[src/rtl/audio_i2s_capture_if.sv]
// rtl/audio_i2s_capture_if.sv - Avalon-ST style stereo sample stream between capture and sink
interface audio_i2s_capture_if #(
  parameter int DATA_WIDTH = 16
);
  logic [2*DATA_WIDTH-1:0] src_data;
  logic                    src_valid;
  logic                    src_ready;

  modport master (output src_data, output src_valid, input src_ready);
  modport slave  (input src_data, input src_valid, output src_ready);
endinterface

[src/rtl/audio_i2s_capture.sv]
// rtl/audio_i2s_capture.sv - I2S/left-justified ADC capture into a stereo frame FIFO; PEAK_METER_EN adds peak meters
module audio_i2s_capture #(
  parameter int DATA_WIDTH = 16,
  parameter int FIFO_DEPTH = 8,
  parameter int I2S_MODE   = 1
) (
  input  logic                  clk_clk,
  input  logic                  reset_reset_n,
  input  logic                  adc_bclk,
  input  logic                  adc_lrck,
  input  logic                  adc_dat,
  audio_i2s_capture_if.master   src,
  output logic                  overflow,
  input  logic                  overflow_clr,
  input  logic                  peak_clr,
  output logic [DATA_WIDTH-1:0] peak_left,
  output logic [DATA_WIDTH-1:0] peak_right
);
  localparam int W  = DATA_WIDTH;
  localparam int CW = $clog2(W + 1);
  localparam int AW = $clog2(FIFO_DEPTH);
  localparam int NW = AW + 1;

  typedef enum logic [1:0] {IDLE, SKIP, SHIFT, HOLD} state_t;

  logic [1:0] bclk_sync, lrck_sync, dat_sync;
  logic       bclk_prev;
  logic       strobe, lrck_s, dat_s, sw;

  state_t          state_q, state_d;
  logic [W-1:0]    sr_q, sr_d, left_q, left_d;
  logic [CW-1:0]   cnt_q, cnt_d;
  logic            lrck_q, lrck_d;
  logic [W-1:0]    sr_shift, fin_sr, word;
  logic [CW-1:0]   fin_cnt;
  logic            push;
  logic [2*W-1:0]  push_data;

  logic [2*W-1:0]  mem [FIFO_DEPTH];
  logic [AW-1:0]   wptr_q, rptr_q, rptr_n;
  logic [NW-1:0]   count_q, count_n;
  logic            valid_q, overflow_q;
  logic [2*W-1:0]  data_q, head_n;
  logic            pop, full, push_ok, drop;

  // Two-flop synchronisers for the codec pins plus BCLK history for edge detect
  always_ff @(posedge clk_clk) begin
    if (!reset_reset_n) begin
      bclk_sync <= '0;
      lrck_sync <= '0;
      dat_sync  <= '0;
      bclk_prev <= 1'b0;
    end else begin
      bclk_sync <= {bclk_sync[0], adc_bclk};
      lrck_sync <= {lrck_sync[0], adc_lrck};
      dat_sync  <= {dat_sync[0], adc_dat};
      bclk_prev <= bclk_sync[1];
    end
  end

  assign strobe   = bclk_sync[1] & ~bclk_prev;
  assign lrck_s   = lrck_sync[1];
  assign dat_s    = dat_sync[1];
  assign sw       = lrck_s != lrck_q;
  assign sr_shift = {sr_q[W-2:0], dat_s};

  // Deserialiser state register
  always_ff @(posedge clk_clk) begin
    if (!reset_reset_n) begin
      state_q <= IDLE;
      sr_q    <= '0;
      cnt_q   <= '0;
      lrck_q  <= 1'b0;
      left_q  <= '0;
    end else begin
      state_q <= state_d;
      sr_q    <= sr_d;
      cnt_q   <= cnt_d;
      lrck_q  <= lrck_d;
      left_q  <= left_d;
    end
  end

  // Next-state: shift bits at each BCLK strobe, close the word on every LRCK switch
  always_comb begin
    state_d = state_q;
    sr_d    = sr_q;
    cnt_d   = cnt_q;
    lrck_d  = lrck_q;
    left_d  = left_q;
    push    = 1'b0;
    // In I2S the bit at the switch strobe is the LSB of the word being closed
    if ((I2S_MODE != 0) && (state_q == SHIFT)) begin
      fin_sr  = sr_shift;
      fin_cnt = cnt_q + 1'b1;
    end else begin
      fin_sr  = sr_q;
      fin_cnt = cnt_q;
    end
    // Left-align the completed bits; missing LSBs become zero
    word      = fin_sr << (CW'(W) - fin_cnt);
    push_data = {left_q, word};
    if (strobe) begin
      lrck_d = lrck_s;
      if (sw && ((state_q != IDLE) || lrck_q)) begin
        if (state_q != IDLE) begin
          if (!lrck_q) begin
            left_d = word;
          end else begin
            push = 1'b1;
          end
        end
        if (I2S_MODE != 0) begin
          sr_d    = '0;
          cnt_d   = '0;
          state_d = SKIP;
        end else begin
          sr_d    = {{(W-1){1'b0}}, dat_s};
          cnt_d   = CW'(1);
          state_d = SHIFT;
        end
      end else if (!sw) begin
        unique case (state_q)
          SKIP: begin
            sr_d    = sr_shift;
            cnt_d   = CW'(1);
            state_d = SHIFT;
          end
          SHIFT: begin
            sr_d  = sr_shift;
            cnt_d = cnt_q + 1'b1;
            if (cnt_q == CW'(W - 1)) state_d = HOLD;
          end
          default: ;
        endcase
      end
    end
  end

  assign pop     = valid_q & src.src_ready;
  assign full    = count_q == NW'(FIFO_DEPTH);
  assign push_ok = push & (~full | pop);
  assign drop    = push & full & ~pop;

  // FIFO pointer/occupancy next values and the show-ahead head
  always_comb begin
    rptr_n = pop ? rptr_q + 1'b1 : rptr_q;
    unique case ({push_ok, pop})
      2'b10:   count_n = count_q + 1'b1;
      2'b01:   count_n = count_q - 1'b1;
      default: count_n = count_q;
    endcase
    head_n = data_q;
    if (count_n != '0) begin
      // Pushing into an empty (post-pop) FIFO: forward the incoming frame
      if (push_ok && (wptr_q == rptr_n)) head_n = push_data;
      else                               head_n = mem[rptr_n];
    end
  end

  // Frame storage; contents are don't-care until a pointer covers them
  always_ff @(posedge clk_clk) begin
    if (push_ok) mem[wptr_q] <= push_data;
  end

  // FIFO control, registered head and sticky overflow (a new drop beats clear)
  always_ff @(posedge clk_clk) begin
    if (!reset_reset_n) begin
      wptr_q     <= '0;
      rptr_q     <= '0;
      count_q    <= '0;
      valid_q    <= 1'b0;
      data_q     <= '0;
      overflow_q <= 1'b0;
    end else begin
      if (push_ok) wptr_q <= wptr_q + 1'b1;
      rptr_q  <= rptr_n;
      count_q <= count_n;
      valid_q <= count_n != '0;
      data_q  <= head_n;
      if (drop)              overflow_q <= 1'b1;
      else if (overflow_clr) overflow_q <= 1'b0;
    end
  end

  assign src.src_data  = data_q;
  assign src.src_valid = valid_q;
  assign overflow      = overflow_q;

`ifdef PEAK_METER_EN
  logic [W-1:0] peak_l_q, peak_r_q, peak_l_d, peak_r_d, abs_l, abs_r;

  function automatic logic [W-1:0] abs_sat(input logic [W-1:0] s);
    if (!s[W-1]) return s;
    if (s == {1'b1, {(W-1){1'b0}}}) return {1'b0, {(W-1){1'b1}}};
    return -s;
  endfunction

  assign abs_l = abs_sat(push_data[2*W-1:W]);
  assign abs_r = abs_sat(push_data[W-1:0]);

  // Clear first, then fold in any frame accepted this cycle
  always_comb begin
    peak_l_d = peak_clr ? '0 : peak_l_q;
    peak_r_d = peak_clr ? '0 : peak_r_q;
    if (push_ok) begin
      if (abs_l > peak_l_d) peak_l_d = abs_l;
      if (abs_r > peak_r_d) peak_r_d = abs_r;
    end
  end

  // Peak registers
  always_ff @(posedge clk_clk) begin
    if (!reset_reset_n) begin
      peak_l_q <= '0;
      peak_r_q <= '0;
    end else begin
      peak_l_q <= peak_l_d;
      peak_r_q <= peak_r_d;
    end
  end

  assign peak_left  = peak_l_q;
  assign peak_right = peak_r_q;
`else
  logic unused_peak_clr;
  assign unused_peak_clr = peak_clr;
  assign peak_left       = '0;
  assign peak_right      = '0;
`endif
endmodule

[src/flat_wrapper.sv]
// flat-port wrapper written by rule: the top's interface ports become plain ports
module audio_i2s_capture_flat 
#(
  parameter int DATA_WIDTH = 16,
  parameter int FIFO_DEPTH = 8,
  parameter int I2S_MODE   = 1
)
  (clk_clk, reset_reset_n, adc_bclk, adc_lrck, adc_dat, overflow, overflow_clr, peak_clr, peak_left, peak_right, src_src_data, src_src_valid, src_src_ready);
  audio_i2s_capture_if #(.DATA_WIDTH(DATA_WIDTH)) src_i ();
  input  logic clk_clk;
  input  logic reset_reset_n;
  input  logic adc_bclk;
  input  logic adc_lrck;
  input  logic adc_dat;
  output logic overflow;
  input  logic overflow_clr;
  input  logic peak_clr;
  output logic [DATA_WIDTH-1:0] peak_left;
  output logic [DATA_WIDTH-1:0] peak_right;
  output wire logic [$bits(src_i.src_data)-1:0] src_src_data;
  output wire logic [$bits(src_i.src_valid)-1:0] src_src_valid;
  input wire logic [$bits(src_i.src_ready)-1:0] src_src_ready;
  assign src_src_data = src_i.src_data;
  assign src_src_valid = src_i.src_valid;
  assign src_i.src_ready = src_src_ready;
  audio_i2s_capture #(.DATA_WIDTH(DATA_WIDTH), .FIFO_DEPTH(FIFO_DEPTH), .I2S_MODE(I2S_MODE)) u_core (.clk_clk(clk_clk), .reset_reset_n(reset_reset_n), .adc_bclk(adc_bclk), .adc_lrck(adc_lrck), .adc_dat(adc_dat), .src(src_i), .overflow(overflow), .overflow_clr(overflow_clr), .peak_clr(peak_clr), .peak_left(peak_left), .peak_right(peak_right));
endmodule
[config.mk]
export PLATFORM = sky130hd
export DESIGN_NAME = audio_i2s_capture_flat
export DESIGN_NICKNAME = d
export VERILOG_FILES = /design/src/rtl/audio_i2s_capture_if.sv /design/src/rtl/audio_i2s_capture.sv /design/src/flat_wrapper.sv
export SDC_FILE = /design/constraint.sdc
export NUM_CORES = 1
export LEC_CHECK = 0
export BUFFER_PORTS_ARGS = -buffer_cell sky130_fd_sc_hd__buf_2
export CORE_MARGIN = 3
export CORE_UTILIZATION = 45
export CTS_BUF_LIST = sky130_fd_sc_hd__clkbuf_8
export CTS_CLUSTER_SIZE = 28
export DETAILED_ROUTE_END_ITERATION = 10
export SLEW_MARGIN = 20
export SYNTH_ARGS = -nofsm -noshare
export SYNTH_HDL_FRONTEND = slang
export SYNTH_SLANG_ARGS = --single-unit
[constraint.sdc]
create_clock -name clk_clk -period 5.2 [get_ports clk_clk]
set_clock_uncertainty 0.2 [all_clocks]
set_input_delay 0.26 -clock clk_clk [delete_from_list [all_inputs] [get_ports clk_clk]]
set_output_delay 0.26 -clock clk_clk [all_outputs]
set_load 0.01 [all_outputs]
==> summary.txt, run 1 <==
Worst setup path
  • Critical Path AT: 4.23 ns
  • CP Class: reg -> reg
  • WP data required: 5.52 ns
  • Startpoint Class: flip-flop
  • Critical path cell sequence: inv_1 -> ha_1 -> ha_1 -> buf_4 -> inv_1 -> ha_1 -> xnor2_2 -> xnor2_2 -> mux4_2 -> o22ai_1 -> a311o_1
  • CP peak stage delay: 0.67 ns
  • Setup crit end kind: flip-flop
  • CP dominant cell by count: ha_1
  • Slowest CP cell: o22ai_1
  • Critical path fanouts, max: 22

Yosys
  • Compound-Gate Fraction of Synth Area: 8.59%
  • Ys async rst share: 0%
  • Synth Register Bits: 347
  • Synth Area in Adders: 0.834%
  • Synth cell types: 83
  • Largest family of logic cells by synthesized area: multiplexers
  • Number of synthesized flops with an enable pin: 256
  • Sequential share of the synthesized area: 63.4%
  • Ys Warns: 0
  • Gate Count Post-Synth: 987
  • Multiplexer share of the synthesized area: 14.0%
  • Average instance area after synthesis: 15.2 µm²
  • Dominant synthesized flop cell: edfxtp_1
  • Post-synthesis xor/xnor area fraction: 1.57%
  • Post-Syn Area: 15000 µm²
  • Simple-gate share of the synthesized area: 7.66%

Detailed routing
  • DRT iter0 DRCs: 699
  • Final wirelength: 32100 µm
  • Pre-Repair DR Iteration Count: 5
  • Detail Route Antenna Nets: 0
  • Via count: 8629
  • Post-route DRC: 0
  • Wire per inst: 20.8 µm
  • Via density: 5.57

Power
  • Max rail drop VDD: 273 µV
  • Leakage power: 6.29 nW
  • Power, Total: 6.51 mW
  • Power density over the cells: 387 nW/µm²

CTS
  • Clock slew at reported path FFs: 0.06 ns
  • Post CTS Setup Buffer Count: 0
  • H-tree Lvls: 2
  • Clk sinks: 347
  • Clk Latency, worst-skew pair: 0.58 ns
  • Root Buffer Master: clkbuf_8
  • TritonCTS buffer count: 58
  • CTS tree: built
  • Max Root-Sink Buffers: 3

Finish
  • Final nets: 1074
  • Layout cell share with drive strength beyond 1: 23.1%
  • Most frequent cells in the layout: edfxtp_1 (256), dfxtp_1 (91), mux4_2 (72)
  • Area Growth Syn to Fin: 12.1%
  • Finished Layout Cells: 1548
  • Commonest non-fill, non-tap cell in the layout: edfxtp_1

GRT
  • Initial antenna violation count: 0
  • First-pass GRT wire length: 49900 µm
  • Grt ovf: 0
  • Largest net degree at the start of global routing: 56
  • Global Route Usage Sum: 18.1%
  • Number of global-route vias before repair: 8560

Floorplan
  • Starting Density: 45.9%
  • Die W: 189 µm
  • IO Pins: 74
  • # rows: 66
  • Die Y-Extent: 189 µm
  • Die Area: 35500 µm²
  • Floorplan core area: 32700 µm²

Place
  • IO buf count: 40
  • GPL Wtd Cong: 0.782
  • DP Cell Count: 1433
  • HPWL after DPL: 18400 µm

Timing
  • Final Hold Fails: 0
  • Slew at the pin with the worst max-slew slack: 1.10 ns
  • Slew headroom: 26.3%
  • Unrepaired setup endpoints after global routing: no
  • Setup TNS: 0 ns
  • Max-slew violations: 0
  • Period utilization: 75.1%
  • Min Tclk post-route: 3.91 ns
  • Maximum clock rate: 256 MHz
  • Final setup vio count: 0

Status
  • Outcome: complete, no violations

Min path
  • Min-delay worst type: in -> reg

Job
  • Max cap viols: 0
==> where the power goes <==
| part | internal (mW) | switching (mW) | leakage, nW |
|---|---|---|---|
| registers | 3.03 | 0.0719 | 3.22 |
| clock network | 1.24 | 1.04 | 0.697 |
| logic | 0.508 | 0.613 | 2.37 |
==> layer usage <==
metal	global-route usage (%)	share of wire, %	vias to the layer above
met2	29.8	49	235
met4	4.87	2.1	0
met1	25.2	44	4367
met3	2.92	5.1	53
li1	-	-	3974
met5	0	0	-
==> final timing paths <==
check	from	to	slack (ns)	depth (start not counted)
worst min-delay path	src_src_ready	u_core.overflow	0.13	5
worst max-delay path	u_core.state_q[0]	u_core.src.src_data[13]	1.29	11
worst min register to register	u_core.bclk_sync[0]	u_core.bclk_sync[1]	0.23	1
worst max register to register	u_core.state_q[0]	u_core.src.src_data[13]	1.29	11
==> through the flow <==
| stage | cell area, µm² | util, % | worst slack, ns | hold slack (ns) |
|---|---|---|---|---|
| after global placement | 15600 | 47.7 | 1.01 | 0.214 |
| final | 16800 | 51.4 | 1.29 | 0.126 |
| after floorplan | 15100 | - | 0.321 | 0.187 |
| after detailed placement | 15600 | 47.7 | 0.915 | 0.220 |
| after CTS | 16800 | 51.4 | 0.924 | 0.0925 |
| after global routing | 16800 | 51.4 | 1.00 | 0.189 |
==> flip-flops by register name (all words and copies together) (netlist names) <==
signal	flops
u_core.mem	256
u_core.src.src_data	32
u_core.state_q	2
u_core.lrck_q	1
u_core.overflow	1
u_core.bclk_prev	1
u_core.count_q	4
u_core.wptr_q	3
u_core.lrck_sync	2
u_core.left_q	16
u_core.bclk_sync	2
u_core.rptr_q	3
u_core.cnt_q	5
u_core.src.src_valid	1
u_core.dat_sync	2
u_core.sr_q	16
==> cells by family (layout without fill, tap and decap cells) <==
family | after synthesis | count (layout)
other | 1 | 33
flip-flops | 347 | 347
AND/OR/NAND/NOR | 225 | 225
adder cells (fa/ha/maj) | 10 | 10
buffers and inverters | 102 | 189
multiplexers | 119 | 119
AO/OA/AOI/OAI | 165 | 165
XOR/XNOR | 18 | 18
==> cells in the mapped netlist (6+ instances only) <==
library cell | number | area share, %
a211oi_1 | 8 | 0.40
inv_1 | 8 | 0.20
nand3_1 | 34 | 1.1
ha_1 | 10 | 0.83
buf_4 | 37 | 1.9
dfxtp_1 | 91 | 12
and2_1 | 11 | 0.46
a22o_1 | 16 | 0.93
nand2b_1 | 8 | 0.33
nand2_1 | 56 | 1.4
clkbuf_1 | 29 | 0.73
or3_1 | 20 | 0.83
mux4_2 | 72 | 11
buf_2 | 16 | 0.53
nor3_1 | 17 | 0.57
o21ai_0 | 11 | 0.37
a311o_1 | 7 | 0.47
o221ai_1 | 14 | 0.82
edfxtp_1 | 256 | 51
a21oi_1 | 52 | 1.7
buf_6 | 6 | 0.45
nor2_1 | 46 | 1.2
mux2i_1 | 42 | 2.8
o211a_1 | 9 | 0.60
o21a_1 | 6 | 0.30
xnor2_1 | 6 | 0.35
==> timing repair <==
item                      in CTS  in global routing
hold endpoints to repair       9                  0
resized for setup              0                  0
hold buffers                   5                  0
==> final cells by class <==
type,instances,area (µm²)
inverter,11,41.3
multi-input combinational,569,5120
antenna,1,2.50
sequential,347,9510
clock inverter,41,199
fill,2781,15900
timing repair buffer,69,443
clock buffer,68,936
tap,442,553
==> critical path, delay by kind of cell, from the launching register on <==
kind / cells / cell delay, ns
buffers and inverters: 3 / 0.38
XOR/XNOR: 2 / 0.71
adder cells (fa/ha/maj): 3 / 0.70
multiplexers: 1 / 0.58
flip-flops: 1 / 0.33
AO/OA/AOI/OAI: 2 / 0.94
Note: power is estimated with default switching activity, not from simulation.
==> run 2, diff against run 1 <==
==> constraint.sdc (replaced) <==
create_clock -name clk_clk -period 3.9 [get_ports clk_clk]
set_clock_uncertainty 0.2 [all_clocks]
set_input_delay 0.195 -clock clk_clk [delete_from_list [all_inputs] [get_ports clk_clk]]
set_output_delay 0.195 -clock clk_clk [all_outputs]
set_load 0.01 [all_outputs]
==> summary.txt, run 2 (synthesis gave the netlist of run 1 again) <==
Status
  • Outcome: complete, no violations

Job
  • Max cap viols: 0 (unchanged)

Place
  • Pre-CTS WS: 0.385 ns (-0.530 ns)
  • DP Cell Count: 1447 (+0.98%)
  • DP Area: 15800 µm² (+1.2%)
  • HPWL after DPL: 18600 µm (+0.66%)
  • IO buf count: 40 (unchanged)
  • GPL Wtd Cong: 0.766 (-2.0%)

Power
  • Power density over the cells: 518 nW/µm² (+34%)
  • Leakage power: 6.38 nW (+1.4%)
  • Net Sw Power: 2.34 mW (+35%)
  • Switching share of power: 26.4% (-0.12 points)
  • Gate power share: 17.2% (about the same)
  • Flop pwr share: 46.8% (-0.9 points)
  • Clock power share: 36.0% (+0.9 points)
  • Max rail drop VDD: 277 µV (+1.7%)
  • Cell-internal power: 6.50 mW (+36%)

GRT
  • Global Route Usage Sum: 18.1% (about the same)
  • GRT busiest layer: met2
  • Met1 usage: 23.8% (-1.4 points)
  • Number of global-route vias before repair: 8621 (+0.71%)
  • Grt ovf: 0 (unchanged)
  • Routing usage on met3: 2.98% (+0.056 points)
  • Initial antenna violation count: 0 (unchanged)
  • First-pass GRT wire length: 49600 µm (-0.66%)
  • Largest net degree at the start of global routing: 44 (-21%)
  • GRT met2 Usage: 30.8% (+0.95 points)

Detailed routing
  • Via density: 5.38 (-3.5%)
  • Pre-Repair DR Iteration Count: 6 (+1)
  • DRT iter0 DRCs: 504 (-28%)
  • Wire per inst: 20.2 µm (-2.5%)
  • Final wirelength: 31600 µm (-1.6%)
  • Via count: 8407 (-2.6%)
  • Detail Route Antenna Nets: 0 (unchanged)
  • Post-route DRC: 0 (unchanged)

Min path
  • Min-delay worst type: in -> reg

Finish
  • Final std cell area, no fill: 17000 µm² (+1.4%)
  • Fill cell count: 2813 (+1.2%)
  • Register with the most flip-flops: u_core.mem
  • Most frequent cells in the layout: edfxtp_1 (256), dfxtp_1 (91), mux4_2 (72)
  • Ant diodes: 0 (-1)
  • Final Util: 52.1% (+0.74 points)
  • Area Growth Syn to Fin: 13.7%
  • Commonest non-fill, non-tap cell in the layout: edfxtp_1
  • Max reg flops: 256 (unchanged)
  • Layout cell share with drive strength beyond 1: 24.1% (+1.0 points)
  • Final nets: 1091 (+1.6%)
  • Finished Layout Cells: 1563 (+0.97%)

Worst setup path
  • CP peak stage delay: 0.79 ns (+0.12 ns)
  • Critical path cell sequence: inv_1 -> ha_1 -> ha_1 -> inv_1 -> ha_1 -> xnor2_2 -> xnor2_1 -> mux4_2 -> o22ai_1
  • CP dominant cell by count: ha_1
  • Setup crit end kind: flip-flop
  • R2r setup slk: 0.31 ns (-0.99 ns)
  • WP data required: 3.98 ns (-1.54 ns)
  • Startpoint Class: flip-flop
  • Critical Path AT: 3.67 ns (-0.56 ns)
  • Critical path fanouts, max: 10 (-55%)
  • Slowest CP cell: o22ai_1
  • CP Class: reg -> reg

Floorplan
  • Die Area: 35500 µm² (unchanged)
  • Starting Density: 45.9% (unchanged)
  • Floorplan core area: 32700 µm² (unchanged)
  • Die W: 189 µm (unchanged)
  • # rows: 66 (unchanged)
  • IO Pins: 74 (unchanged)
  • Die Y-Extent: 189 µm (unchanged)

CTS
  • Clk Latency, worst-skew pair: 0.62 ns (+0.04 ns)
  • Post-CTS sizing: 0 (unchanged)
  • TritonCTS buffer count: 57 (-1.7%)
  • Root Buffer Master: clkbuf_8
  • Max Root-Sink Buffers: 3 (unchanged)
  • Post-CTS Hold Fix Bufs: 9 (+4)
  • CTS tree: built
  • H-tree Lvls: 2 (unchanged)
  • Clock slew at reported path FFs: 0.06 ns (about the same)
  • Clk sinks: 347 (unchanged)
  • Post CTS Setup Buffer Count: 0 (unchanged)

Timing
  • Max-slew violations: 0 (unchanged)
  • Setup TNS: 0 ns (unchanged)
  • Maximum clock rate: 278 MHz (+8.8%)
  • PnR worst setup slack: 0.309 ns (-0.986 ns)
  • Final Hold Fails: 0 (unchanged)
  • Period utilization: 92.1% (+17 points)
  • Unrepaired setup endpoints after global routing: no
  • Final setup vio count: 0 (unchanged)
  • Min Tclk post-route: 3.59 ns (-0.314 ns)
  • Slew at the pin with the worst max-slew slack: 1.02 ns (-0.0866 ns)
  • Slew headroom: 32.0% (+5.6 points)
[run 2: changes by cell type in the layout (fill, tap and decap cells not counted), moves of 4 or more]
cell,before,now
buf_12,1,7
buf_4,23,31
clkbuf_8,68,63
clkinv_1,4,8
dlygate4sd3_1,5,9
inv_1,40,32
[run 2: per-stage QoR]
step | hold slack, ns | power (mW)
5_1_grt | 0.0831 | 9.25
3_3_place_gp | 0.202 | 5.74
6_report | 0.112 | 8.84
3_5_place_dp | 0.204 | 5.75
4_1_cts | 0.0270 | 8.97
2_1_floorplan | 0.122 | 5.40
[run 2: power by group through the flow]
stage | clock network (mW) | logic [mW] | registers [mW]
floorplan | 0 | 1.14 | 4.26
global placement | 0 | 1.53 | 4.22
detailed placement | 0 | 1.54 | 4.22
finish | 3.18 | 1.52 | 4.14
global route | 3.44 | 1.66 | 4.16
CTS | 3.28 | 1.54 | 4.14
[run 2: worst max-delay path, delay by kind of cell (launching register included)]
kind                       cells  cell delay, ns
AOI/OAI and AO/OA              1            0.79
adders and majority gates      3            0.74
muxes                          1            0.55
xor gates and xnor gates       2            0.52
DFF                            1            0.34
buffers and inverters          2            0.13
[run 2: final timing paths]
check	from	endpoint	cells after the start
min reg2reg	u_core.bclk_sync[0]	u_core.bclk_sync[1]	1
max reg2reg	u_core.state_q[0]	u_core.mem[1][13]	9
max	u_core.state_q[0]	u_core.mem[1][13]	9
min	src_src_ready	u_core.count_q[1]	5
[run 2: layout make-up]
cell class,instances,area (µm²),share of cell area [%]
clock buffers,63,867,5.09
clock inverters,44,294,1.72
inverters,11,41.3,0.242
multi-input cells,569,5120,30.0
flip-flops and latches,347,9510,55.8
well taps,442,553,3.24
repair buffers,87,663,3.89
[run 2: per-layer routing]
metal  part of all wire [%]  wire length [µm]
met1                     45             14100
met2                     50             15800
met3                    3.6              1140
met4                    1.8               585
met5                      0                 0
